### src/rtl/tc_timer.sv
// tc_timer: memory-mapped timer/counter on the CPU device bridge.
// Mode 0 counts down once and holds its interrupt until CTRL is rewritten.
// Mode 1 auto-reloads and gives a 1-cycle interrupt pulse every PRESET+3 cycles.
module tc_timer #(
   parameter int DW = 32
) (
   input  logic          clk,
   input  logic          reset,
   input  logic [1:0]    Addr,
   input  logic          We,
   input  logic [DW-1:0] Din,
   output logic [DW-1:0] Dout,
   output logic          IRQ
);

   // Word offsets on the bridge (address bits [3:2])
   localparam logic [1:0] A_CTRL   = 2'd0;
   localparam logic [1:0] A_PRESET = 2'd1;
   localparam logic [1:0] A_COUNT  = 2'd2;

   localparam logic [DW-1:0] ONE = DW'(1);

   typedef enum logic [1:0] {
      IDLE = 2'd0,
      LOAD = 2'd1,
      CNT  = 2'd2,
      INT  = 2'd3
   } state_t;

   state_t        state, state_nx;
   logic [3:0]    ctrl;
   logic [DW-1:0] preset;
   logic [DW-1:0] count;
   logic          irq_flag;

   // CTRL fields
   logic enable, mask_ok, mode1;
   assign enable  = ctrl[0];
   assign mode1   = (ctrl[2:1] == 2'b01);   // 1x falls back to one-shot
   assign mask_ok = ctrl[3];

   // Bus write strobes
   logic wr_ctrl, wr_preset;
   assign wr_ctrl   = We && (Addr == A_CTRL);
   assign wr_preset = We && (Addr == A_PRESET);

   // Datapath actions requested by the FSM this cycle
   logic do_load, do_dec, do_expire, do_irq_clr, do_en_clr;

   // Next-state and datapath control
   always_comb begin
      state_nx   = state;
      do_load    = 1'b0;
      do_dec     = 1'b0;
      do_expire  = 1'b0;
      do_irq_clr = 1'b0;
      do_en_clr  = 1'b0;
      case (state)
         IDLE: if (enable) state_nx = LOAD;
         LOAD: begin
            do_load  = 1'b1;
            state_nx = CNT;
         end
         CNT: begin
            if (!enable) begin
               // count freezes; re-enabling goes through LOAD again
               state_nx = IDLE;
            end else if (count <= ONE) begin
               // PRESET=0 lands here too, so it behaves like PRESET=1
               do_expire = 1'b1;
               state_nx  = INT;
            end else begin
               do_dec = 1'b1;
            end
         end
         INT: begin
            if (mode1) do_irq_clr = 1'b1;   // pulse; enable stays set -> reload
            else       do_en_clr  = 1'b1;   // one-shot; flag held until CTRL write
            state_nx = IDLE;
         end
         default: state_nx = IDLE;
      endcase
   end

   // FSM state register
   always_ff @(posedge clk) begin
      if (reset) state <= IDLE;
      else       state <= state_nx;
   end

   // Counter register
   always_ff @(posedge clk) begin
      if (reset)          count <= '0;
      else if (do_load)   count <= preset;
      else if (do_expire) count <= '0;
      else if (do_dec)    count <= count - ONE;
   end

   // PRESET register; a new value only takes effect at the next LOAD
   always_ff @(posedge clk) begin
      if (reset)          preset <= '0;
      else if (wr_preset) preset <= Din;
   end

   // CTRL register; a CPU write overrides the one-shot enable clear
   always_ff @(posedge clk) begin
      if (reset)          ctrl <= 4'h0;
      else if (wr_ctrl)   ctrl <= Din[3:0];
      else if (do_en_clr) ctrl[0] <= 1'b0;
   end

   // Interrupt flag; a CTRL write clears it even in the cycle the FSM would set it
   always_ff @(posedge clk) begin
      if (reset)           irq_flag <= 1'b0;
      else if (wr_ctrl)    irq_flag <= 1'b0;
      else if (do_expire)  irq_flag <= 1'b1;
      else if (do_irq_clr) irq_flag <= 1'b0;
   end

   // Combinational read mux
   always_comb begin
      Dout = '0;
      case (Addr)
         A_CTRL:   Dout = {{(DW-4){1'b0}}, ctrl};
         A_PRESET: Dout = preset;
         A_COUNT:  Dout = count;
         default:  Dout = '0;
      endcase
   end

   // Mask only gates the output; the flag survives IM=0
   assign IRQ = irq_flag & mask_ok;

endmodule

### config.mk
export PLATFORM = sky130hd
export DESIGN_NAME = tc_timer
export DESIGN_NICKNAME = d
export VERILOG_FILES = /design/src/rtl/tc_timer.sv
export SDC_FILE = /design/constraint.sdc
export NUM_CORES = 1
export LEC_CHECK = 0
export BUFFER_PORTS_ARGS = -buffer_cell sky130_fd_sc_hd__buf_2
export CAP_MARGIN = 20
export CORE_MARGIN = 5
export CORE_UTILIZATION = 40
export CTS_CLUSTER_SIZE = 40
export DETAILED_ROUTE_END_ITERATION = 12
export PLACE_DENSITY = 0.63
export SYNTH_ARGS = -nofsm -noshare
export SYNTH_HDL_FRONTEND = slang
export SYNTH_SLANG_ARGS = --single-unit
### constraint.sdc
create_clock -name clk -period 3.9 [get_ports clk]
set_input_delay 0.39 -clock clk [delete_from_list [all_inputs] [get_ports clk]]
set_output_delay 0.39 -clock clk [all_outputs]
set_load 0.01 [all_outputs]
==> results of run 1 <==
==> cell type report <==
cell class	instances	share of cell area
Tap cell	111	0.0322
Inverter	4	0.00349
Clock inverter	4	0.0105
Clock buffer	12	0.0337
Timing Repair Buffer	76	0.0970
Multi-Input combinational cell	342	0.493
Sequential cell	71	0.330
==> power breakdown <==
part           total (mW)  internal (mW)  switching [mW]
combinational       0.137         0.0561          0.0813
sequential          0.751          0.738          0.0125
clock               0.578          0.310           0.268
total                1.47           1.10           0.362
==> kinds of logic after synthesis <==
kind of cell               Yosys count  share of synthesized area
adders and majority gates            2                    0.00671
and+or+nand+nor                    168                      0.236
AOI/OAI and AO/OA                  139                      0.245
DFF                                 71                      0.381
muxes                                7                     0.0188
xor gates and xnor gates            26                     0.0610
buffers and inverters               41                     0.0513
==> cell usage after synthesis, drive strengths merged (3+ instances only) <==
master  count  share of area
a21oi      51          0.068
a22o       28          0.066
a22oi      12          0.024
and3       16          0.027
buf        12          0.022
clkbuf     25          0.025
dfxtp      71           0.38
inv         4         0.0040
mux2i       7          0.019
nand2      78          0.078
nand3       6         0.0080
nor2       16          0.016
nor2b       5         0.0084
nor3       16          0.023
nor4       12          0.034
o21ai      17          0.023
o22ai      17          0.030
o31ai       5          0.014
or2         4         0.0067
or3         3         0.0064
or4         4         0.0091
xnor2      23          0.054
xor2        3         0.0070
==> through the flow <==
step,area (sq um),power (mW),std cells
floorplan,3730,0.854,454
global placement,4090,0.900,603
detailed placement,4090,0.902,603
CTS,4280,1.48,619
global route,4310,1.53,620
finish,4310,1.47,620
==> path summary, 6_finish.rpt <==
check        slack (ns)                     from                       to  cells after the start
max                1.22   count[10]$_SDFFE_PP0P_    count[7]$_SDFFE_PP0P_                      5
min reg2reg        0.47  preset[21]$_SDFFE_PP0P_  preset[21]$_SDFFE_PP0P_                      2
min                0.28                  Din[10]  preset[10]$_SDFFE_PP0P_                      3
max reg2reg        1.22   count[10]$_SDFFE_PP0P_    count[7]$_SDFFE_PP0P_                      5
==> registers in the layout, indices dropped and copies added, names as in the netlist <==
name and flops:
ctrl 4, count 32, state 2, preset 32, irq_flag 1
==> critical path, delay by kind of cell (launching register included) <==
| family | cells | cell delay, ns |
|---|---|---|
| compound gates | 2 | 0.61 |
| flops | 1 | 0.40 |
| simple gates | 3 | 1.50 |
==> metal layers <==
layer	global-route usage	wire (um)	part of all wire	vias to the layer above
li1	-	-	-	1738
met1	0.239	4820	0.48	1613
met2	0.286	4590	0.46	80
met3	0.0421	579	0.057	8
met4	0.0521	85	0.0084	0
met5	0	0	0	-
==> summary.txt, run 1 <==
Route
  • DR vias/cell: 5.55
  • ANT nets after route: 0
  • First-pass iteration count of the detailed router: 4
  • WL per Instance: 16.3 um
  • Via count: 3439
  • Initial DRC count: 169
  • Drt total wl: 10100 um
  • DRC violations left: 0

Die
  • Initial Utilization: 0.408
  • Die height: 107 um
  • Chip Width: 107 um
  • I/O pins: 70
  • Die footprint: 11400 sq um
  • Core box area: 9150 sq um
  • # rows: 35

Clock network
  • Cts repair resizes: 0
  • CTS Buf Count: 9
  • CTS max path bufs: 2
  • # hold bufs at CTS: 0
  • Root Buffer: clkbuf_8
  • Post-CTS setup buffers: 0
  • TritonCTS clock tree: built
  • Clk_lat worst skew: 0.34 ns
  • Clock slew at reported path FFs: 0.07 ns
  • H-tree levels: 3
  • TritonCTS Sinks: 71

Hold path
  • Worst min path class: in -> reg

Layout
  • Most common cell after layout, fill and taps aside: nand2_1
  • Diode count: 0
  • Layout Area Growth over Synthesis: 15.4%
  • Fillers: 925
  • Final Util: 0.471
  • Nets: 543
  • Layout cells sized above 1: 0.208
  • FF/Latch Area: 1420 sq um
  • Most frequent cells in the layout: nand2_1, dfxtp_1, buf_2, a21oi_1, a22o_1
  • Area of the multi-input gates: 2120 sq um

Global routing
  • Total GRT Usage: 0.178
  • Initial antenna violation count: 0
  • Grt ovf: 0
  • Number of global-route vias before repair: 3358
  • First-pass GRT wire length: 16400 um
  • Largest net degree at the start of global routing: 48

Timing
  • Final period util: 0.687
  • Skew final: 0.00501 ns
  • Setup-failing EPs final: 0
  • Clock period minus worst slack: 2.68 ns
  • Setup TNS Final: 0 ns
  • Hold Vio Cnt, Final: 0
  • Final Hold Slack: 0.276 ns
  • Worst-Margin Slew: 1.13 ns
  • FMAX: 0.373 GHz
  • Post-route setup slack: 1.22 ns
  • RSZ-0062 raised after global routing: no
  • Slew headroom: 0.245
  • Pins Over Slew Limit: 0

Yosys
  • Syn Nets: 493
  • Post-synth top flop: dfxtp_1
  • Yosys warning count: 0
  • Cells after synthesis: 454
  • Sequential element share of the synthesized area: 0.381
  • Synth cell types: 49
  • Avg Cell Area, Syn: 8.22 sq um
  • Post-synthesis cell area: 3730 sq um
  • Flops & latches, synth: 71
  • Async SR Flop Fraction: 0
  • Number of flops mapped to enable cells by yosys: 0

Worst setup path
  • Maximum fanout along the worst path: 28
  • Crit path cell chain: nor4_4, nand4_4, o31ai_4, or2_1, o21ai_0
  • Worst setup SP type: register
  • Worst EP required: 4.08 ns
  • WP data arrival: 2.86 ns
  • Crit-path max cell delay: 0.86 ns
  • CP Capture Type: register
  • Slowest cell on crit path: or2_1
  • Crit Path Class: reg -> reg

Power and ir drop
  • Power per Cell Area: 341 nW/um^2
  • Max IR drop VDD: 150 uV
  • Pleak: 1.85 nW

Placement
  • Detail Placement HPWL: 6700 um
  • Pre-CTS setup slack: 1.23 ns
  • Port Buffers: 69
  • RePlAce Congestion: 0.824

Run
  • Max-cap violations: 0

Outcome
  • Status: completed
(Power assumes the default switching activity.)
==> run 2, diff against run 1 <==
--- a/config.mk
+++ b/config.mk
@@ -5,13 +5,14 @@
 export SDC_FILE = /design/constraint.sdc
 export NUM_CORES = 1
 export LEC_CHECK = 0
+export ABC_AREA = 1
 export BUFFER_PORTS_ARGS = -buffer_cell sky130_fd_sc_hd__buf_2
 export CAP_MARGIN = 20
 export CORE_MARGIN = 5
 export CORE_UTILIZATION = 40
 export CTS_CLUSTER_SIZE = 40
 export DETAILED_ROUTE_END_ITERATION = 12
-export PLACE_DENSITY = 0.63
+export PLACE_DENSITY = 0.65
 export SYNTH_ARGS = -nofsm -noshare
 export SYNTH_HDL_FRONTEND = slang
 export SYNTH_SLANG_ARGS = --single-unit
==> constraint.sdc (replaced) <==
create_clock -name clk -period 2.25 [get_ports clk]
set_input_delay 0.225 -clock clk [delete_from_list [all_inputs] [get_ports clk]]
set_output_delay 0.225 -clock clk [all_outputs]
set_load 0.01 [all_outputs]
==> run 2 against run 1 <==
Against the previous run: area after synthesis rose by 4.3%; non-clock buffer count rose by 2; sequential share of layout area fell by 1.9 points; via count rose by 8.3%; clock power rose by 75%; first-iteration DRC count fell by 21%; core utilization rose by 0.28 points; die area rose by 3.9%; register-to-register slack got worse by 0.96 ns; highest routed layer unchanged.
==> summary.txt, run 2 <==
Layout
  • Diode count: 0 (unchanged)
  • Most common cell after layout, fill and taps aside: inv_1
  • Layout cells sized above 1: 0.195 (-0.0137)
  • Most frequent cells in the layout: inv_1, nand2_1, dfxtp_1, buf_2, nor2_1
  • Nets: 656 (+21%)
  • Largest regs: count x32, preset x32, ctrl x4
  • Layout Area Growth over Synthesis: 17.3%
  • Fillers: 1046 (+13%)

Yosys
  • Synth cell types: 31 (-37%)
  • Number of flops mapped to enable cells by yosys: 0 (unchanged)
  • Cells after synthesis: 556 (+22%)
  • Top post-synthesis cells by area: dfxtp_1, o22ai_1, o21ai_0
  • Async SR Flop Fraction: 0 (unchanged)
  • Sequential element share of the synthesized area: 0.365 (-0.0157)
  • Yosys warning count: 0 (unchanged)
  • Cell taking the most area after synthesis: dfxtp_1
  • Synth top area share: 0.365 (-0.0157)
  • Post-synthesis cell area: 3890 sq um (+4.3%)
  • Synth cell count leaders: inv_1, nand2_1, dfxtp_1
  • Flops & latches, synth: 71 (unchanged)
  • Avg Cell Area, Syn: 7.00 sq um (-15%)
  • Syn Nets: 595 (+21%)
  • Post-synth top flop: dfxtp_1

Route
  • WL per Instance: 13.6 um (-16%)
  • Initial DRC count: 134 (-21%)
  • ANT nets after route: 0 (unchanged)
  • First-pass iteration count of the detailed router: 4 (unchanged)
  • Drt total wl: 10300 um (+1.9%)
  • Via count: 3726 (+8.3%)
  • DRC violations left: 0 (unchanged)
  • DR vias/cell: 4.94 (-11%)

Power and ir drop
  • Sequential share of power: 0.410 (-0.102)
  • Clk pwr share: 0.305 (-0.089)
  • Switching Fraction: 0.345 (+0.0980)
  • Int Pwr: 2.17 mW (+97%)
  • Power per Cell Area: 726 nW/um^2 (+110%)
  • Pleak: 2.05 nW (+11%)
  • Logic pwr share: 0.285 (+0.191)
  • Switching power total: 1.14 mW (+220%)
  • Max IR drop VDD: 264 uV (+76%)
  • Final Power: 3.31 mW (+130%)

Clock network
  • # hold bufs at CTS: 0 (unchanged)
  • Post-CTS setup buffers: 0 (unchanged)
  • Clock slew at reported path FFs: 0.07 ns (about the same)
  • CTS Buf Count: 9 (unchanged)
  • Clk_lat worst skew: 0.36 ns (+0.02 ns)
  • H-tree levels: 3 (unchanged)
  • CTS max path bufs: 2 (unchanged)
  • Cts repair resizes: 0 (unchanged)
  • TritonCTS clock tree: built
  • Root Buffer: clkbuf_8
  • TritonCTS Sinks: 71 (unchanged)

Worst setup path
  • Maximum fanout along the worst path: 17 (-39%)
  • Worst setup SP type: register
  • Cell mode on critical path: nand2_4
  • Slowest cell on crit path: dfxtp_1
  • Crit Path Class: reg -> reg
  • Worst r2r path cells: 10 (+5)
  • CP Capture Type: register
  • Crit-path max cell delay: 0.36 ns (-0.50 ns)
  • Crit Reg-Reg Startpoint: count[0]$_SDFFE_PP0P_
  • R2R Setup Slk: 0.27 ns (-0.96 ns)
  • Crit path cell chain: inv_1, ha_1, nand2_4, nor2_8, nand2_4, nand2_4, nand3_4, nand3_2, buf_12, o21ai_0
  • WP data arrival: 2.27 ns (-0.59 ns)
  • Worst r2r dst: count[31]$_SDFFE_PP0P_
  • Worst EP required: 2.54 ns (-1.54 ns)
  • CP bufs+invs: 2 (+2)
  • CP top delay family: simple AND/OR/NAND/NOR gates

Timing
  • RSZ-0062 raised after global routing: no
  • Worst-Margin Slew: 0.498 ns (-0.631 ns)
  • Pins Over Slew Limit: 0 (unchanged)
  • Final period util: 0.882 (+0.195)
  • Post-route setup slack: 0.266 ns (-0.956 ns)
  • FMAX: 0.504 GHz (+35%)
  • Skew final: 0.0103 ns (+0.00531 ns)
  • Setup TNS Final: 0 ns (unchanged)
  • Slew headroom: 0.667 (+0.422)
  • Clock period minus worst slack: 1.98 ns (-0.694 ns)
  • Hold Vio Cnt, Final: 0 (unchanged)
  • Setup-failing EPs final: 0 (unchanged)

Global routing
  • Initial antenna violation count: 0 (unchanged)
  • Met2 Use GR: 0.298 (+0.0124)
  • First-pass GRT wire length: 17400 um (+6.0%)
  • Number of global-route vias before repair: 3661 (+9.0%)
  • M1 GR Usage: 0.245 (+0.00627)
  • Gr busiest metal: met2
  • Total GRT Usage: 0.186 (+0.00735)
  • Grt ovf: 0 (unchanged)
  • Largest net degree at the start of global routing: 37 (-23%)
  • M3 GR Usage: 0.0468 (+0.00463)

Die
  • # rows: 36 (+2.9%)
  • Die footprint: 11800 sq um (+3.9%)
  • Die height: 109 um (+1.9%)
  • Core box area: 9640 sq um (+5.3%)
  • Chip Width: 109 um (+1.9%)
  • I/O pins: 70 (unchanged)
  • Initial Utilization: 0.404 (-0.00397)

Hold path
  • Worst Min Path Start: reset
  • Hold EP: count[25]$_SDFFE_PP0P_
  • Worst min path class: in -> reg
  • Hold Path Cell Cnt: 2 (-1)

Placement
  • Pre-CTS setup slack: 0.242 ns (-0.983 ns)
  • Port Buffers: 69 (unchanged)
  • RePlAce Congestion: 0.870 (+5.6%)
  • Detail Placement HPWL: 7710 um (+15%)

Run
  • Max-cap violations: 0 (unchanged)

Outcome
  • Status: completed
==> run 2: cell types whose count changed after synthesis, sizes merged, moves of 14 or more <==
cell	delta
and3	-16
o21ai	+53
nor2	+58
a22o	-28
xnor2	-22
o22ai	+39
inv	+75
xor2	+23
nor3	-16
a21oi	-14
==> run 2: per-layer routing <==
metal / share of wire / routed length (um) / vias to the layer above
met1: 0.48 / 4970 / 1658
met3: 0.049 / 507 / 16
met2: 0.45 / 4650 / 73
met4: 0.015 / 157 / 0
met5: 0 / 0 / -
li1: - / - / 1979
==> run 2: cell families (layout without fill, tap and decap cells) <==
kind of cell               count (synthesis)  after routing  share of synthesized area
DFF                                       71             71                      0.365
buffers and inverters                    107            173                      0.110
and+or+nand+nor                          178            178                      0.204
adders and majority gates                  2              2                    0.00643
AOI/OAI and AO/OA                        171            171                      0.254
xor gates and xnor gates                  27             27                     0.0608
==> run 2: cell type report <==
type                            instances  area [sq um]  area share
Inverter                               79           297      0.0650
Clock inverter                          2          12.5     0.00274
Tap cell                              133           166      0.0365
Multi-Input combinational cell        378          2050       0.448
Sequential cell                        71          1420       0.311
Timing Repair Buffer                   78           438      0.0960
Clock buffer                           14           183      0.0400
==> run 2: worst reg2reg max path: cells and delay by family (launching register included) <==
kind                     cells  cell delay (ns)
AO/OA/AOI/OAI                1             0.15
adder cells (fa/ha/maj)      1             0.26
buffers and inverters        2             0.40
flip-flops                   1             0.36
AND/OR/NAND/NOR              6             0.72
==> run 2: worst max path at each step <==
stage	start	endpoint	slack, ns	cells past startpoint
2_1_floorplan	count[0]$_SDFFE_PP0P_	count[15]$_SDFFE_PP0P_	0.67	11
3_3_place_gp	count[0]$_SDFFE_PP0P_	count[26]$_SDFFE_PP0P_	0.37	10
3_5_place_dp	count[0]$_SDFFE_PP0P_	count[31]$_SDFFE_PP0P_	0.24	10
4_1_cts	count[0]$_SDFFE_PP0P_	count[31]$_SDFFE_PP0P_	0.22	10
5_1_grt	count[0]$_SDFFE_PP0P_	count[30]$_SDFFE_PP0P_	0.09	10
6_report	count[0]$_SDFFE_PP0P_	count[31]$_SDFFE_PP0P_	0.27	10
==> run 2: metrics by stage <==
stage                     instances   util  hold WS, ns  area [sq um]
final                           755  0.473        0.106          4560
after global routing            755  0.473       0.0921          4560
after CTS                       755  0.473       0.0859          4560
after detailed placement        739  0.453        0.467          4370
after global placement          739  0.453        0.465          4370
after floorplan                 556      -        0.294          3890
==> run 2: power by group through the flow <==
stage          combinational (mW)  sequential (mW)  clock (mW)
6_report                    0.944             1.36        1.01
3_3_place_gp                0.953             1.39           0
4_1_cts                     0.963             1.36        1.03
3_5_place_dp                0.958             1.39           0
2_1_floorplan               0.711             1.38           0
5_1_grt                      1.08             1.37        1.08
==> run 3, diff against run 2 <==
--- a/config.mk
+++ b/config.mk
@@ -13,6 +13,7 @@
 export CTS_CLUSTER_SIZE = 40
 export DETAILED_ROUTE_END_ITERATION = 12
 export PLACE_DENSITY = 0.65
+export RECOVER_POWER = 25
 export SYNTH_ARGS = -nofsm -noshare
 export SYNTH_HDL_FRONTEND = slang
 export SYNTH_SLANG_ARGS = --single-unit
==> run 3 against run 2 <==
Against the previous run: via count shrank 0.75%; clock skew about the same; core utilization is 0.21 points lower; wire length is 0.11% lower; hold slack got worse by 0.00055 ns; cell area shrank 0.44%; non-clock buffer count unchanged; setup slack got worse by 0.012 ns; clock-buffer cell count unchanged; sequential share of layout area is 0.14 points higher; flip-flop and latch count unchanged; largest power group unchanged; highest routed layer unchanged.
==> summary.txt, run 3 (synthesis gave the netlist of run 2 again) <==
Worst setup path
  • Maximum fanout along the worst path: 17 (unchanged)
  • Worst setup SP type: register
  • R2R Setup Slk: 0.25 ns (about the same)
  • CP Capture Point: count[31]$_SDFFE_PP0P_
  • Crit Path Class: reg -> reg
  • Worst EP required: 2.54 ns (about the same)
  • Crit Reg-Reg Startpoint: count[0]$_SDFFE_PP0P_
  • Worst r2r path cells: 10 (unchanged)
  • CP Capture Type: register
  • Crit path from: count[0]$_SDFFE_PP0P_
  • WP data arrival: 2.28 ns (about the same)
  • Worst r2r dst: count[31]$_SDFFE_PP0P_

Timing
  • RSZ-0062 raised after global routing: no
  • Clock period minus worst slack: 2.00 ns (+0.0122 ns)
  • Slew headroom: 0.458 (-0.209)
  • Final period util: 0.887 (+0.00541)
  • Skew final: 0.0103 ns (-0.0000513 ns)
  • Hold Vio Cnt, Final: 0 (unchanged)
  • Pins Over Slew Limit: 0 (unchanged)
  • Worst-Margin Slew: 0.811 ns (+0.313 ns)
  • Final Hold Slack: 0.105 ns (-0.000550 ns)
  • Setup-failing EPs final: 0 (unchanged)
  • Setup TNS Final: 0 ns (unchanged)
  • FMAX: 0.501 GHz (-0.61%)

Global routing
  • First-pass GRT wire length: 17400 um (unchanged)
  • Grt ovf: 0 (unchanged)
  • Largest net degree at the start of global routing: 37 (unchanged)
  • Initial antenna violation count: 0 (unchanged)
  • Number of global-route vias before repair: 3661 (unchanged)
  • Total GRT Usage: 0.186 (unchanged)

Power and ir drop
  • Switching power total: 1.14 mW (about the same)
  • Power per Cell Area: 729 nW/um^2 (+0.36%)
  • Switching Fraction: 0.345 (about the same)
  • Int Pwr: 2.17 mW (-0.12%)
  • Logic pwr share: 0.284 (about the same)
  • Max IR drop VDD: 265 uV (+0.29%)
  • Clk pwr share: 0.305 (about the same)
  • Pleak: 2.03 nW (-0.71%)
  • Sequential share of power: 0.411 (about the same)

Placement
  • Placed cell area: 4370 sq um (unchanged)
  • Port Buffers: 69 (unchanged)
  • Detail Placement HPWL: 7710 um (unchanged)
  • # placed instances: 739 (unchanged)
  • RePlAce Congestion: 0.870 (unchanged)

Clock network
  • Post-CTS setup buffers: 0 (unchanged)
  • CTS max path bufs: 2 (unchanged)
  • # hold bufs at CTS: 0 (unchanged)
  • Cts repair resizes: 0 (unchanged)
  • CTS Buf Count: 9 (unchanged)
  • H-tree levels: 3 (unchanged)
  • Clock slew at reported path FFs: 0.07 ns (about the same)
  • TritonCTS clock tree: built
  • Clk_lat worst skew: 0.36 ns (about the same)
  • Root Buffer: clkbuf_8
  • TritonCTS Sinks: 71 (unchanged)

Route
  • First-pass iteration count of the detailed router: 4 (unchanged)
  • Drt total wl: 10300 um (-0.11%)
  • WL per Instance: 13.6 um (-0.11%)
  • DR vias/cell: 4.90 (-0.75%)
  • ANT nets after route: 0 (unchanged)
  • DRC violations left: 0 (unchanged)
  • Initial DRC count: 134 (unchanged)
  • Via count: 3698 (-0.75%)

Layout
  • Layout Area Growth over Synthesis: 16.8%
  • Post-route cell area: 4540 sq um (-0.44%)
  • Fin cells: 755 (unchanged)
  • Largest regs: count x32, preset x32, ctrl x4
  • Most frequent cells in the layout: inv_1, nand2_1, dfxtp_1, nor2_1, buf_2
  • Fillers: 1048 (+0.19%)
  • Diode count: 0 (unchanged)
  • Most common cell after layout, fill and taps aside: inv_1
  • Nets: 656 (unchanged)
  • Final Util: 0.471 (-0.00208)
  • Layout cells sized above 1: 0.188 (-0.00643)

Die
  • # rows: 36 (unchanged)
  • Chip Width: 109 um (unchanged)
  • Die height: 109 um (unchanged)
  • Core box area: 9640 sq um (unchanged)
  • I/O pins: 70 (unchanged)
  • Die footprint: 11800 sq um (unchanged)
  • Initial Utilization: 0.404 (unchanged)

Hold path
  • Worst min path class: in -> reg

Run
  • Max-cap violations: 0 (unchanged)

Outcome
  • Status: completed
## run 3: power groups by stage
stage                     clock network (mW)  logic (mW)  registers, mW
after floorplan                            0       0.711           1.38
after global placement                     0       0.953           1.39
after detailed placement                   0       0.958           1.39
after CTS                               1.03       0.963           1.36
after global routing                    1.08        1.08           1.37
final                                   1.01       0.941           1.36
## run 3: critical path, cell delays in order, from the launching register on
cell and delay [ns]:
dfxtp_1 0.36, inv_1 0.11, ha_1 0.26, nand2_4 0.13
nor2_8 0.06, nand2_4 0.09, nand2_4 0.06, nand3_4 0.07
nand3_2 0.31, buf_12 0.30, o21ai_0 0.15
## run 3: worst min path at each step
stage / from / end / slack (ns) / cells past startpoint
after detailed placement: preset[30]$_SDFFE_PP0P_ / preset[30]$_SDFFE_PP0P_ / 0.47 / 2
final: reset / count[25]$_SDFFE_PP0P_ / 0.11 / 2
after CTS: reset / count[25]$_SDFFE_PP0P_ / 0.09 / 2
after floorplan: reset / count[27]$_SDFFE_PP0P_ / 0.29 / 1
after global routing: reset / count[25]$_SDFFE_PP0P_ / 0.09 / 2
after global placement: preset[30]$_SDFFE_PP0P_ / preset[30]$_SDFFE_PP0P_ / 0.46 / 2
## run 3: area by class of cell
type,count,area (sq um),area share
clock inverter,2,12.5,0.00275
timing repair buffer,78,420,0.0925
tap,133,166,0.0366
clock buffer,14,183,0.0402
multi-input combinational,378,2040,0.450
inverter,79,297,0.0653
sequential,71,1420,0.313
## run 3: per-stage QoR
step | setup WS, ns | power [mW]
after floorplan | 0.672 | 2.09
after global placement | 0.369 | 2.34
after detailed placement | 0.242 | 2.35
after CTS | 0.220 | 3.35
after global routing | 0.0700 | 3.52
final | 0.254 | 3.31
## run 3: metal layers
metal | share of wire | vias to the layer above | routed length [um] | global-route usage
met5 | 0 | - | 0 | 0
met4 | 0.014 | 0 | 144 | 0.0577
met3 | 0.047 | 12 | 485 | 0.0468
met2 | 0.45 | 63 | 4650 | 0.298
met1 | 0.49 | 1645 | 4990 | 0.245
li1 | - | 1978 | - | -
